[src/rtl/apb_pkg.sv]
// Shared APB definitions: transfer FSM states and error-decode causes,
// used by both the completer and the requester side of the bus.
package apb_pkg;

    typedef enum logic [1:0] {
        ST_IDLE = 2'd0,
        ST_WAIT = 2'd1,
        ST_DONE = 2'd2
    } apb_state_e;

    typedef enum logic [1:0] {
        ERR_NONE  = 2'd0,
        ERR_ALIGN = 2'd1,
        ERR_RANGE = 2'd2,
        ERR_RO    = 2'd3
    } apb_err_e;

    localparam int WAIT_CNT_W = 4;

    // Number of low address bits that select a byte within one data word.
    function automatic int addr_lsb(input int data_width);
        return $clog2(data_width / 8);
    endfunction

endpackage

[src/rtl/apb_reg_bank.sv]
// Register array behind the APB completer: NREGS-1 byte-strobed RW words
// plus a read-only status word supplied by hardware.
module apb_reg_bank
    import apb_pkg::*;
#(
    parameter int DATA_WIDTH = 32,
    parameter int NREGS      = 8,
    parameter int IDX_W      = 3
) (
    input  logic                            pclk,
    input  logic                            presetn,
    input  logic                            wr_en,
    input  logic [IDX_W-1:0]                wr_idx,
    input  logic [DATA_WIDTH-1:0]           wr_data,
    input  logic [DATA_WIDTH/8-1:0]         wr_strb,
    input  logic [IDX_W-1:0]                rd_idx,
    input  logic [DATA_WIDTH-1:0]           hw_status,
    output logic [DATA_WIDTH-1:0]           rd_data,
    output logic [(NREGS-1)*DATA_WIDTH-1:0] reg_q,
    output logic [NREGS-2:0]                reg_wr
);

    localparam int BYTES = DATA_WIDTH / 8;

    logic [DATA_WIDTH-1:0] regs [NREGS-1];

    // NOTE: the register array is reset on purpose -- reg_q is a visible
    // output and must read as zero straight out of reset.
    always_ff @(posedge pclk or negedge presetn) begin
        if (!presetn) begin
            for (int i = 0; i < NREGS - 1; i++) begin
                regs[i] <= '0;
            end
            reg_wr <= '0;
        end else begin
            reg_wr <= '0;
            if (wr_en) begin
                for (int i = 0; i < NREGS - 1; i++) begin
                    if (wr_idx == IDX_W'(i)) begin
                        reg_wr[i] <= 1'b1;
                        for (int b = 0; b < BYTES; b++) begin
                            if (wr_strb[b]) begin
                                regs[i][b*8 +: 8] <= wr_data[b*8 +: 8];
                            end
                        end
                    end
                end
            end
        end
    end

    always_comb begin
        rd_data = '0;
        if (rd_idx == IDX_W'(NREGS - 1)) begin
            rd_data = hw_status;
        end else begin
            for (int i = 0; i < NREGS - 1; i++) begin
                if (rd_idx == IDX_W'(i)) begin
                    rd_data = regs[i];
                end
            end
        end
    end

    always_comb begin
        for (int i = 0; i < NREGS - 1; i++) begin
            reg_q[i*DATA_WIDTH +: DATA_WIDTH] = regs[i];
        end
    end

endmodule

[src/rtl/apb_completer_regs.sv]
// APB completer with configurable wait states: transfer FSM and address
// decode here, register storage in apb_reg_bank.
module apb_completer_regs
    import apb_pkg::*;
#(
    parameter int ADDR_WIDTH  = 32,
    parameter int DATA_WIDTH  = 32,
    parameter int NREGS       = 8,
    parameter int WAIT_CYCLES = 0
) (
    input  logic                            pclk,
    input  logic                            presetn,
    input  logic [ADDR_WIDTH-1:0]           paddr,
    input  logic [2:0]                      pprot,
    input  logic                            pnse,
    input  logic                            psel,
    input  logic                            penable,
    input  logic                            pwrite,
    input  logic [DATA_WIDTH-1:0]           pwdata,
    input  logic [DATA_WIDTH/8-1:0]         pstrb,
    output logic                            pready,
    output logic [DATA_WIDTH-1:0]           prdata,
    output logic                            pslverr,
    input  logic [DATA_WIDTH-1:0]           hw_status,
    output logic [(NREGS-1)*DATA_WIDTH-1:0] reg_q,
    output logic [NREGS-2:0]                reg_wr
);

    localparam int BYTES = DATA_WIDTH / 8;
    localparam int LSB   = addr_lsb(DATA_WIDTH);
    localparam int IDX_W = (NREGS > 1) ? $clog2(NREGS) : 1;

    localparam logic [ADDR_WIDTH-1:0] ALIGN_MASK = ADDR_WIDTH'(BYTES - 1);
    localparam logic [ADDR_WIDTH-1:0] NREGS_A    = ADDR_WIDTH'(NREGS);
    localparam logic [ADDR_WIDTH-1:0] RO_IDX_A   = ADDR_WIDTH'(NREGS - 1);
    localparam logic [WAIT_CNT_W-1:0] WAIT_LOAD  = WAIT_CNT_W'(WAIT_CYCLES);

    apb_state_e              state;
    logic [WAIT_CNT_W-1:0]   wait_cnt;
    logic [ADDR_WIDTH-1:0]   cap_addr;
    logic                    cap_write;
    logic [DATA_WIDTH-1:0]   cap_wdata;
    logic [BYTES-1:0]        cap_strb;

    logic                    setup;
    logic [ADDR_WIDTH-1:0]   dec_addr;
    logic                    dec_write;
    logic [ADDR_WIDTH-1:0]   dec_idx;
    apb_err_e                err_cause;
    logic                    rsp_err;
    logic [DATA_WIDTH-1:0]   rd_data;
    logic [DATA_WIDTH-1:0]   rsp_data;
    logic                    commit;
    logic                    unused_bus;

    assign unused_bus = ^{pprot, pnse};
    assign setup      = (state == ST_IDLE) && psel && !penable;

    // In IDLE the live bus is decoded so a zero-wait access can respond at
    // its setup edge; afterwards only the captured request matters.
    always_comb begin
        dec_addr  = cap_addr;
        dec_write = cap_write;
        if (state == ST_IDLE) begin
            dec_addr  = paddr;
            dec_write = pwrite;
        end
    end

    assign dec_idx = dec_addr >> LSB;

    always_comb begin
        err_cause = ERR_NONE;
        if ((dec_addr & ALIGN_MASK) != '0) begin
            err_cause = ERR_ALIGN;
        end else if (dec_idx >= NREGS_A) begin
            err_cause = ERR_RANGE;
        end else if (dec_write && (dec_idx == RO_IDX_A)) begin
            err_cause = ERR_RO;
        end
    end

    assign rsp_err  = (err_cause != ERR_NONE);
    assign rsp_data = (rsp_err || dec_write) ? '0 : rd_data;
    assign commit   = (state == ST_DONE) && psel && penable && cap_write && !rsp_err;

    // NOTE: all state below uses non-blocking assignments so every flop
    // samples pre-edge values, independent of statement order.
    always_ff @(posedge pclk or negedge presetn) begin
        if (!presetn) begin
            state     <= ST_IDLE;
            wait_cnt  <= '0;
            cap_addr  <= '0;
            cap_write <= 1'b0;
            cap_wdata <= '0;
            cap_strb  <= '0;
            pready    <= 1'b0;
            pslverr   <= 1'b0;
            prdata    <= '0;
        end else begin
            case (state)
                ST_IDLE: begin
                    if (setup) begin
                        cap_addr  <= paddr;
                        cap_write <= pwrite;
                        cap_wdata <= pwdata;
                        cap_strb  <= pstrb;
                        wait_cnt  <= WAIT_LOAD;
                        if (WAIT_CYCLES == 0) begin
                            state   <= ST_DONE;
                            pready  <= 1'b1;
                            pslverr <= rsp_err;
                            prdata  <= rsp_data;
                        end else begin
                            state <= ST_WAIT;
                        end
                    end
                end
                ST_WAIT: begin
                    if (!psel) begin
                        state    <= ST_IDLE;
                        wait_cnt <= '0;
                    end else if (penable) begin
                        if (wait_cnt <= WAIT_CNT_W'(1)) begin
                            state    <= ST_DONE;
                            wait_cnt <= '0;
                            pready   <= 1'b1;
                            pslverr  <= rsp_err;
                            prdata   <= rsp_data;
                        end else begin
                            wait_cnt <= wait_cnt - WAIT_CNT_W'(1);
                        end
                    end
                end
                ST_DONE: begin
                    // Completion and abort both return to IDLE; only a
                    // completion commits a write (see commit).
                    if (!psel || penable) begin
                        state   <= ST_IDLE;
                        pready  <= 1'b0;
                        pslverr <= 1'b0;
                        prdata  <= '0;
                    end
                end
                default: state <= ST_IDLE;
            endcase
        end
    end

    apb_reg_bank #(
        .DATA_WIDTH (DATA_WIDTH),
        .NREGS      (NREGS),
        .IDX_W      (IDX_W)
    ) u_reg_bank (
        .pclk      (pclk),
        .presetn   (presetn),
        .wr_en     (commit),
        .wr_idx    (IDX_W'(dec_idx)),
        .wr_data   (cap_wdata),
        .wr_strb   (cap_strb),
        .rd_idx    (IDX_W'(dec_idx)),
        .hw_status (hw_status),
        .rd_data   (rd_data),
        .reg_q     (reg_q),
        .reg_wr    (reg_wr)
    );

endmodule

[config.mk]
export PLATFORM = sky130hd
export DESIGN_NAME = apb_completer_regs
export DESIGN_NICKNAME = d
export VERILOG_FILES = /design/src/rtl/apb_pkg.sv /design/src/rtl/apb_reg_bank.sv /design/src/rtl/apb_completer_regs.sv
export SDC_FILE = /design/constraint.sdc
export NUM_CORES = 1
export LEC_CHECK = 0
export BUFFER_PORTS_ARGS = -buffer_cell sky130_fd_sc_hd__buf_4
export CAP_MARGIN = 10
export CORE_MARGIN = 5
export CORE_UTILIZATION = 49
export CTS_CLUSTER_SIZE = 30
export DETAILED_ROUTE_END_ITERATION = 10
export PLACE_DENSITY = 0.77
export SLEW_MARGIN = 20
export SYNTH_ARGS = -nofsm -noshare
export SYNTH_HDL_FRONTEND = slang
export SYNTH_SLANG_ARGS = --single-unit
[constraint.sdc]
create_clock -name pclk -period 2.25 [get_ports pclk]
set_input_delay 0.225 -clock pclk [delete_from_list [all_inputs] [get_ports pclk]]
set_output_delay 0.225 -clock pclk [all_outputs]
set_load 0.01 [all_outputs]
# After elaboration in Yosys (flattened, before gate mapping)
# Cells that the tools add are included.
# W data, S select, Z words.
[word_totals]
ff_bits = 340
output_inout_bits = 265
elab_cells = 158
[op_classes]
add_sub_neg = 1
n_lt_le_gt_ge = 2
n_eq_ne = 17
n_mux = 50
reduce_logical = 50
[op_table]
columns = ["cell", "count"]
rows = [
  ["$mux W32", 15],
  ["$pmux W32 S3", 1],
  ["$reduce_and A3 Y1", 29],
  ["$reduce_bool A32 Y1", 1],
  ["$eq A30 B3 Y1 const B", 1],
  ["$ge A30 B4 Y1 const B", 1],
  ["$mux W1", 17],
  ["$mux W2", 8],
  ["$mux W4", 4],
  ["$eq A3 B3 Y1 const B", 4],
  ["$ne A2 B2 Y1 const B", 4],
  ["$pmux W4 S2", 1],
  ["$logic_and A1 B1 Y1", 7],
  ["$mux W7", 1],
  ["$eq A3 B2 Y1 const B", 2],
  ["$ne A3 B3 Y1 const B", 2],
  ["$pmux W1 S3", 2],
  ["$pmux W2 S3", 1],
  ["$reduce_and A6 Y1", 1],
  ["$le A4 B1 Y1 const B", 1],
  ["$reduce_and A4 Y1", 1],
  ["$reduce_bool A2 Y1", 2],
  ["$sub A4 B1 Y4 const B", 1],
  ["$eq A3 B1 Y1 const B", 1],
  ["other kinds (9)", 12],
]

# Longest topological paths before layout
# Gate-level depths: netlist of run 1.
[depth]
depth_word = 16
depth_mapped = 10
ltp_nobuf = 5

# Modules after synthesis
# Synthesis of run 1 repeated with hierarchy kept, for this count alone.
[hier_totals]
hier_cells = 875
area_unflattened_um2 = 14741.6
[by_module_without_submodules]
columns = ["module", "instances", "cells_each", "area_per_inst_um2"]
rows = [
  ["apb_reg_bank", 1, 614, 10706.5],
  ["apb_completer_regs", 1, 261, 4035.1],
]

# Least setup slack after synthesis of run 1
# Ideal clock, no wire load.
[synth_path]
kind = "reg-to-reg"
startpoint = "register, netlist name pready"
endpoint = "register u_reg_bank.regs, in the netlist u_reg_bank.reg_q[176]"
t_arrival_ns = 2.426
required_ns = 2.125
setup_slack_ns = -0.300
path_stages_with_launch = 10
period_less_slack_ns = 2.550
cell_sequence = "dfrtp_1 buf_4 buf_6 nor4_1 nand4_1 a221o_1 buf_4 buf_6 nor3_4 mux2_2"
[synth_lines]
columns = ["element", "line_no", "rtl"]
rows = [
  ["end signal, assigned by index", "apb_reg_bank.sv:43", "regs[i][b*8 +: 8] <= wr_data[b*8 +: 8];"],
  ["end, declared", "apb_reg_bank.sv:25", "logic [DATA_WIDTH-1:0] regs [NREGS-1];"],
]

==> results.yml, run 1 <==
min_path:
  min_to: "cap_addr[9]"
  min_delay_path_depth: 2
  hold_path.class: "input pin to register"
  hold_start: "paddr[9]"
synthesis:
  synth-compound-area-share: 0.1174
  yosysMostFrequentCell: "dfrtp_1"
  avgSynthCellArea_um2: 12.44
  synth_top_cell_by_area: "dfrtp_1"
  synthSimpleGateAreaFrac: 0.1012
  yosysSeqAreaShare: 0.5289
  synth.area.mux_share: 0.2218
  synth_cell_types: 58
  synth-seq-cells: 334
  async_reset_ff_frac: 1.000
  synthAdderAreaFrac: 0
  syn-cell-area_mm2: 0.01580
  synth_top_family_by_area: "multiplexers"
  yosys-top-cells-count: "dfrtp_1, mux2_2, o21ai_0"
  synth_area_leaders: "dfrtp_1, mux2_2, o2111ai_1, o21ai_0, a2111o_1"
  synthFlopType: "dfrtp_1"
  synth_cells: 1270
  synthXorXnorAreaFrac: 0.0005542
  synth_fp_nets: 1379
  synth_warnings: 0
  synth_edf_count: 0
  synth_top_area_share: 0.5289
run_status:
  violations: "negative hold slack, negative setup slack"
  status: "finished, violations left"
detailed_routing:
  wire_per_inst_um: 26.49
  first_pass_iters: 7
  drt-total-wl_um: 58940
  num_vias: 13740
  drc_errors: 0
  ant_nets: 0
  drt_iter0_drc: 1005
  via_per_inst: 6.174
finish:
  layout.nets: 1909
  final_area_mm2: 0.02310
  areaGrowthSynthToFinish_pct: 46.18
  stdcell_count: 2225
  fillers: 2101
  drive_gt1_frac: 0.5231
grt:
  antenna_found_initial: 1
  grt_max_degree: 70
  grt_first_pass_wirelength_um: 87070
  grt.total_usage: 0.3135
  overflow: 0
  grt_pass1_vias: 14130
worst_setup_path:
  cp.depth: 10
  crit_family: "buffers and inverters"
  path_cells: "buf_4 -> nand3b_1 -> a221oi_4 -> buf_4 -> a221oi_4 -> buf_6 -> buf_12 -> buf_12 -> nand3_4 -> mux2_2"
  crit_arrival_ps: 2930
  critical_path_class: "register to register"
  critPathSlowestCell: "dfrtp_4"
  worstSetupStartpointType: "register"
  r2r_setup_slack_ps: -290
  max_stage_delay_ps: 520
  worstPathBufferInverterCount: 5
  worstSetupEndpointType: "register"
  timing.rr.end: "u_reg_bank.reg_q[47]"
  crit_fanout: 9
  reg2reg_depth: 10
  rr_startpoint: "pready"
  required_ps: 2640
timing:
  holdWs_ps: -19.08
  finalClockSkew_ps: 19.30
  rsz0062_at_grt: "true"
  tightest_slew_ps: 573.7
  slew_violations: 0
  finalCriticalPeriod_ps: 2537
  final_hold_viol_count: 1
  layout_setup_ws_ps: -287.4
  setup_viol: 262
  max_slew_margin: 0.6175
  finalCritPeriodShare: 1.128
  fmax_ghz: 0.3941
die:
  std_cell_rows: 65
  io_pins: 374
  die_h_um: 189.6
  die_w_um: 189.6
  start_util: 0.4983
  die_area_mm2: 0.03594
  core-area_mm2: 0.03172
placed_design:
  dp_cells: 2082
  placed_area_mm2: 0.02045
  place_hpwl_um: 39740
  io_buffers: 369
  place.gp.congestion: 0.8420
power:
  leakage_nw: 11.00
  p_total_mw: 14.41
  ir_worst_vdd_uv: 488.3
  pwr_density_cell_mw_per_mm2: 623.6
clock_tree:
  clk_pin_slew_ps: 60
  cts-root-buf: "clkbuf_16"
  cts_buffers: 37
  clock_latency_ps: 520
  cts.htree.levels: 2
  cts.sinks: 334
  clock_path_buffers: 3
  cts_hold_buf: 65
  cts_tree: "yes"
flow_run:
  cap_viol_max_count: 0
## cell type report
class	instances	area (um2)	share of cell area
sequential	334	8364	0.3621
multi-input combinational	820	7938	0.3436
timing repair buffer	577	5026	0.2176
clock buffer	53	1066	0.04614
tap	402	503.0	0.02177
inverter	30	112.6	0.004874
clock inverter	8	90.09	0.003899
antenna	1	2.502	0.0001083
## through the flow
step	worst slack, ps	utilization	setup TNS, ps
after floorplan	-209.4	-	-24980
after global placement	-285.5	0.6448	-54750
after detailed placement	-303.8	0.6448	-58870
after CTS	-247.9	0.7080	-38610
after global routing	-352.9	0.7284	-73080
final	-287.4	0.7284	-48590
## repair_timing
item,4_1_cts,5_1_grt
pin swaps,5,18
endpoints found under the hold margin,122,1
buffers inserted,6,9
gates cloned,0,1
resized for setup,29,123
setup endpoints to repair,262,263
## worst max path at each step
stage	slack [ps]	end	startpoint
floorplan	-210	u_reg_bank.reg_q[169]	pready
global placement	-290	u_reg_bank.reg_q[59]	pready
detailed placement	-300	u_reg_bank.reg_q[56]	pready
CTS	-250	u_reg_bank.reg_q[208]	pready
global route	-350	u_reg_bank.reg_q[47]	pready
finish	-290	u_reg_bank.reg_q[47]	pready
## report_power, final
| group | switching (mW) | internal [mW] |
|---|---|---|
| Clock | 2.40 | 3.50 |
| Sequential | 0.376 | 6.23 |
| Combinational | 1.05 | 0.852 |
## registers in the layout (all words and copies together) (netlist names)
signal	cells
pready	1
pslverr	1
cap_write	1
cap_wdata	32
cap_strb	4
u_reg_bank.reg_q	224
cap_addr	32
u_reg_bank.reg_wr	7
prdata	32
## per-layer routing
layer | track usage | vias up | part of all wire
li1 | - | 5868 | -
met1 | 0.4167 | 7021 | 0.40
met2 | 0.5068 | 686 | 0.47
met3 | 0.07064 | 163 | 0.085
met4 | 0.1191 | 0 | 0.042
met5 | 0 | - | 0
## logic make-up (layout without fill, tap and decap cells)
logic type | Yosys count | count (layout)
other | 0 | 1
DFF | 334 | 334
muxes | 309 | 309
buffers and inverters | 116 | 668
xor gates and xnor gates | 1 | 1
AOI/OAI and AO/OA | 252 | 252
and+or+nand+nor | 258 | 258
## placed cells by master, fill, tap and decap left out, types with 22 or more instances in the layout
master and n:
nor3_1 29, dlygate4sd3_1 65, a2111o_1 26, nand2_1 38, nand2b_1 27, o2111ai_1 52, buf_6 27, inv_1 30
a31oi_1 26, nor2_1 60, a32oi_1 22, o21ai_0 83, mux2_4 130, nor3b_1 26, buf_12 30, dfrtp_1 331
clkbuf_16 38, buf_4 449, mux2_2 170
No activity file was read; power rests on OpenSTA's default activity.
==> run 2: changes to the inputs <==
Settings changed: SETUP_SLACK_MARGIN from default to 0.3.
==> run 2 against run 1 <==
  * The run ends with negative setup slack left
  * Worst hold slack better by 63 ps
  * Fmax is 2.5% lower
  * Final cell count hardly changed
  * Sequential power hardly changed
  * Die area stayed put
  * Core utilization is 0.61 points lower
  * Critical path type unchanged
  * Largest cell class unchanged
==> results.yml, run 2 (synthesis gave the netlist of run 1 again) <==
finish:
  areaGrowthSynthToFinish_pct: 44.95
  final_common_cell: "buf_4"
  largest_register_ff_count: 224
  layout.nets: 1913
  drive_gt1_frac: 0.5267
  stdcell_count: 2224
  regArea_mm2: 0.008364
  multiInputGateArea_mm2: 0.007828
  fillers: 2093
  final_area_mm2: 0.02291
  final_cell_mix: "buf_4, dfrtp_1, mux2_2"
detailed_routing:
  wire_per_inst_um: 26.31
  drt-total-wl_um: 58520
  num_vias: 13810
  ant_nets: 0
  drt_iter0_drc: 1147
  drc_errors: 0
  via_per_inst: 6.208
  first_pass_iters: 5
placed_design:
  place.gp.congestion: 0.8744
  place_hpwl_um: 40160
  dp_cells: 2083
  dpl_worst_slack_ps: -385.9
  io_buffers: 369
  placed_area_mm2: 0.02050
power:
  ir_worst_vdd_uv: 481.9
  pwr_density_cell_mw_per_mm2: 607.6
  p_total_mw: 13.92
  leakage_nw: 10.87
worst_setup_path:
  crit_arrival_ps: 2990
  required_ps: 2630
  worstSetupEndpointType: "register"
  crit_fanout: 8
  worstSetupStartpointType: "register"
  critical_path_class: "register to register"
clock_tree:
  cts_buffers: 37
  clock_path_buffers: 3
  clock_latency_ps: 510
  cts.htree.levels: 2
  cts-root-buf: "clkbuf_16"
  cts_tree: "yes"
  cts.sinks: 334
  clk_pin_slew_ps: 60
die:
  std_cell_rows: 65
  core-area_mm2: 0.03172
  die_area_mm2: 0.03594
  die_h_um: 189.6
  die_w_um: 189.6
  start_util: 0.4983
  io_pins: 374
timing:
  tightest_slew_ps: 578.0
  finalCriticalPeriod_ps: 2602
  setup_viol: 263
  final_hold_viol_count: 0
  layout_setup_ws_ps: -351.9
  holdWs_ps: 43.87
  slew_violations: 0
  finalCritPeriodShare: 1.156
  rsz0062_at_grt: "true"
  finalClockSkew_ps: 14.86
  max_slew_margin: 0.6135
  fmax_ghz: 0.3843
run_status:
  violations: "negative setup slack"
  status: "finished, violations left"
grt:
  grt_max_degree: 64
  antenna_found_initial: 4
  grt.total_usage: 0.3128
  grt_pass1_vias: 14240
  grt_first_pass_wirelength_um: 87410
  overflow: 0
min_path:
  hold_path.class: "input pin to register"
flow_run:
  cap_viol_max_count: 0
==> run 2: critical path: stages, from the launching register on <==
cell and delay [ps]:
dfrtp_1 390, nor4_1 430, nand4_1 210, buf_4 190, a221oi_4 310, buf_12 160
clkbuf_16 160, nand4_4 250, mux2_2 370
==> run 2: stage by stage <==
stage,util,setup TNS [ps]
after global routing,0.7222,-90370
final,0.7222,-65110
after detailed placement,0.6462,-64490
after floorplan,-,-24980
after global placement,0.6462,-47970
after CTS,0.7031,-55320
==> run 2: repair_timing <==
| action | 4_1_cts | 5_1_grt |
|---|---|---|
| gates cloned | 0 | 1 |
| hold endpoints to repair | 120 | 0 |
| resized for setup | 17 | 90 |
| pin swaps | 1 | 18 |
| buffers inserted | 5 | 12 |
| setup endpoints to repair | 264 | 264 |
| hold buffers | 66 | 0 |
==> run 2: final cells by class <==
| type | count | area share |
|---|---|---|
| Clock buffer | 48 | 0.04353 |
| Multi-Input combinational cell | 820 | 0.3417 |
| Tap cell | 402 | 0.02196 |
| Timing Repair Buffer | 581 | 0.2210 |
| Inverter | 30 | 0.004916 |
| Sequential cell | 334 | 0.3651 |
| Clock inverter | 6 | 0.001475 |
| Antenna cell | 3 | 0.0003277 |
==> run 2: layer usage <==
layer  GRT usage  vias up  routed length (um)
met1      0.4131     6958               22880
li1            -     5875                   -
met4      0.1130        2                2547
met5           0        -                  13
met2      0.5062      793               27570
met3     0.07761      178                5504
==> run 2: path summary, 6_finish.rpt <==
| path | start | to | slack, ps | cells past startpoint |
|---|---|---|---|---|
| max in group asynchronous | presetn | u_reg_bank.reg_q[123] | 1210 | 3 |
| max reg2reg | cap_addr[5] | u_reg_bank.reg_q[78] | -350 | 8 |
| min reg2reg | prdata[24] | prdata[24] | 480 | 2 |
| min in group asynchronous | presetn | u_reg_bank.reg_q[221] | 280 | 2 |
| min | hw_status[7] | prdata[7] | 40 | 3 |
| max | cap_addr[5] | u_reg_bank.reg_q[78] | -350 | 8 |
==> run 2: where the power goes <==
| group | total (mW) | switching (mW) | internal (mW) |
|---|---|---|---|
| clock | 5.40 | 2.31 | 3.08 |
| combinational | 1.90 | 1.04 | 0.862 |
| sequential | 6.62 | 0.387 | 6.23 |
| total | 13.9 | 3.74 | 10.2 |
==> run 3: changes to the inputs <==
Settings changed: ABC_AREA from default to 1, TNS_END_PERCENT from default to 30.
==> run 3 against run 2 <==
  * The flow now finishes without violations
  * Fmax is 17% higher
  * Largest power group unchanged
  * Critical path type unchanged
  * Sequential power is 3.3% lower
  * Largest cell class unchanged
  * Register-to-register slack better by 380 ps
  * Clock-buffer cell count is 1 higher
  * Combinational power is 9% lower
  * Routed wire length is 0.74% higher
==> results.yml, run 3 <==
power:
  leakage_nw: 11.10
  p_comb_frac: 0.123
  clkPwrFrac: 0.424
  pwr_density_cell_mw_per_mm2: 639.1
  power.internal_mw: 10.37
  power.switching_mw: 3.745
  swShare: 0.2653
  pwr-share-seq: 0.453
  ir_worst_vdd_uv: 430.1
clock_tree:
  cts_buffers: 36
  cts.sinks: 334
  cts-root-buf: "clkbuf_16"
  cts.htree.levels: 2
  cts_tree: "yes"
  clock_path_buffers: 3
  clock_latency_ps: 520
  clk_pin_slew_ps: 60
timing:
  tightest_slew_ps: 1220
  slew_violations: 0
  setup_viol: 0
  rsz0062_at_grt: "true"
  fin_setup_tns_ps: 0
  final_hold_viol_count: 0
  finalCriticalPeriod_ps: 2226
  fmax_ghz: 0.4493
  finalClockSkew_ps: 17.18
  finalCritPeriodShare: 0.9892
  max_slew_margin: 0.1869
grt:
  antenna_found_initial: 0
  grt_use_met2: 0.5242
  grt.total_usage: 0.3206
  global_route.usage.met1: 0.4016
  top_usage_layer: "met2"
  grt_first_pass_wirelength_um: 89270
  grt_pass1_vias: 15710
  overflow: 0
  gr-usage-met3: 0.08417
  grt_max_degree: 59
detailed_routing:
  via_per_inst: 5.839
  wire_per_inst_um: 21.96
  num_vias: 15670
  drt-total-wl_um: 58950
  first_pass_iters: 6
  drc_errors: 0
  ant_nets: 0
  drt_iter0_drc: 1661
synthesis:
  yosysSeqAreaShare: 0.5451
  synth-seq-cells: 334
  synth_area_leaders: "dfrtp_1, nand2_1, o21ai_1, nand4_4, nor2_1"
  synth_cell_types: 31
  synth_fp_nets: 1867
  yosys-top-cells-count: "nand2_1, dfrtp_1, o21ai_1"
  synth_top_area_share: 0.5451
  avgSynthCellArea_um2: 8.722
  synth_warnings: 0
  synthFlopType: "dfrtp_1"
  syn-cell-area_mm2: 0.01533
  synth_top_cell_by_area: "dfrtp_1"
  synth_cells: 1758
  async_reset_ff_frac: 1.000
  yosysMostFrequentCell: "nand2_1"
  synth_edf_count: 0
die:
  die_area_mm2: 0.03493
  std_cell_rows: 64
  io_pins: 374
  start_util: 0.4987
  die_w_um: 186.9
  die_h_um: 186.9
  core-area_mm2: 0.03075
worst_setup_path:
  cp.depth: 15
  reg2reg_depth: 15
  rr_startpoint: "pready"
  worstPathBufferInverterCount: 5
  required_ps: 2620
  crit_family: "simple AND/OR/NAND/NOR gates"
  r2r_setup_slack_ps: 20
  worstSetupStartpointType: "register"
  critPathSlowestCell: "dfrtp_2"
  crit_arrival_ps: 2600
  timing.rr.end: "u_reg_bank.reg_q[142]"
  critPathLaunch: "pready"
  critical_path_class: "register to register"
  path_cells: "clkbuf_4 -> inv_4 -> nor2_1 -> nand2_1 -> nor2_1 -> nand2_1 -> nand2_2 -> nand2_4 -> nor2_8 -> buf_6 -> buf_12 -> nand4_4 -> buf_12 -> nand2_1 -> o21ai_1"
  path_common_cell: "nand2_1"
  worstSetupEndpointType: "register"
  crit_fanout: 8
  max_stage_delay_ps: 380
min_path:
  min_delay_path_depth: 3
  hold_path.class: "input pin to register"
  min_to: "cap_addr[12]"
  hold_start: "paddr[12]"
finish:
  fillers: 2172
  drive_gt1_frac: 0.3077
  areaGrowthSynthToFinish_pct: 44.07
  final_common_cell: "nand2_1"
  multiInputGateArea_mm2: 0.006803
  final_cell_mix: "nand2_1, buf_4, dfrtp_1"
  largest_register_ff_count: 224
  layout.nets: 2374
  fin_util: 0.7184
  num_antenna_cells: 0
  regArea_mm2: 0.008361
run_status:
  status: "finished, final reports clean"
placed_design:
  place.gp.congestion: 0.8993
  place_hpwl_um: 37110
  io_buffers: 369
flow_run:
  cap_viol_max_count: 0
-- run 3: logic make-up after synthesis --
kind of cell	after synthesis	synth area share
compound gates	304	0.1084
buf+inv	184	0.05769
flops	334	0.5451
simple gates	936	0.2889
-- run 3: metrics by stage --
step / hold slack [ps] / worst slack [ps] / power [mW] / instances / cell area (um2)
final: 29.98 / 24.23 / 14.12 / 2684 / 22090
after global routing: 44.62 / -42.34 / 14.53 / 2684 / 22090
after CTS: 14.16 / 63.74 / 14.04 / 2660 / 21470
after detailed placement: 200.4 / -68.89 / 7.903 / 2494 / 18900
after global placement: 198.2 / -31.77 / 7.863 / 2494 / 18900
after floorplan: -70.59 / 253.4 / 7.153 / 1758 / 15370
-- run 3: worst max-delay path by stage --
stage / to / slack (ps)
after floorplan: u_reg_bank.reg_q[198] / 250
after global placement: u_reg_bank.reg_q[169] / -30
after detailed placement: u_reg_bank.reg_q[117] / -70
after CTS: u_reg_bank.reg_q[187] / 60
after global routing: u_reg_bank.reg_q[185] / -40
final: u_reg_bank.reg_q[142] / 20
-- run 3: final cells by class --
type                       instances  share of cell area
multi-input combinational       1261              0.3079
inverter                          81             0.01427
clock inverter                    12            0.007533
timing repair buffer             550              0.2233
sequential                       334              0.3785
clock buffer                      49             0.04576
tap                              396             0.02243
timing repair inverter             1           0.0002832
-- run 3: power groups by stage --
stage | logic (mW) | clock network [mW] | registers [mW]
2_1_floorplan | 0.784 | 0 | 6.37
3_3_place_gp | 1.42 | 0 | 6.44
3_5_place_dp | 1.45 | 0 | 6.45
4_1_cts | 1.63 | 6.03 | 6.38
5_1_grt | 1.85 | 6.27 | 6.41
6_report | 1.73 | 5.99 | 6.40
-- run 3: layer usage --
metal  routed length, um  vias up
met1               21880     7527
met3                5916      210
li1                    -     6921
met2               28000     1014
met4                3144        0
met5                   0        -
-- run 3: tightest hold or removal path, stage by stage --
cell,delay (ps)
buf_4,80
inv_1,50
o21ai_0,140
-- run 3: repair_timing --
action | CTS | global route
pin swaps | 29 | 29
endpoints found under the hold margin | 115 | 0
cloned | 21 | 6
endpoints found under the setup margin | 263 | 263
setup buffers | 15 | 18
hold buffers | 69 | 0
resized for setup | 36 | 84
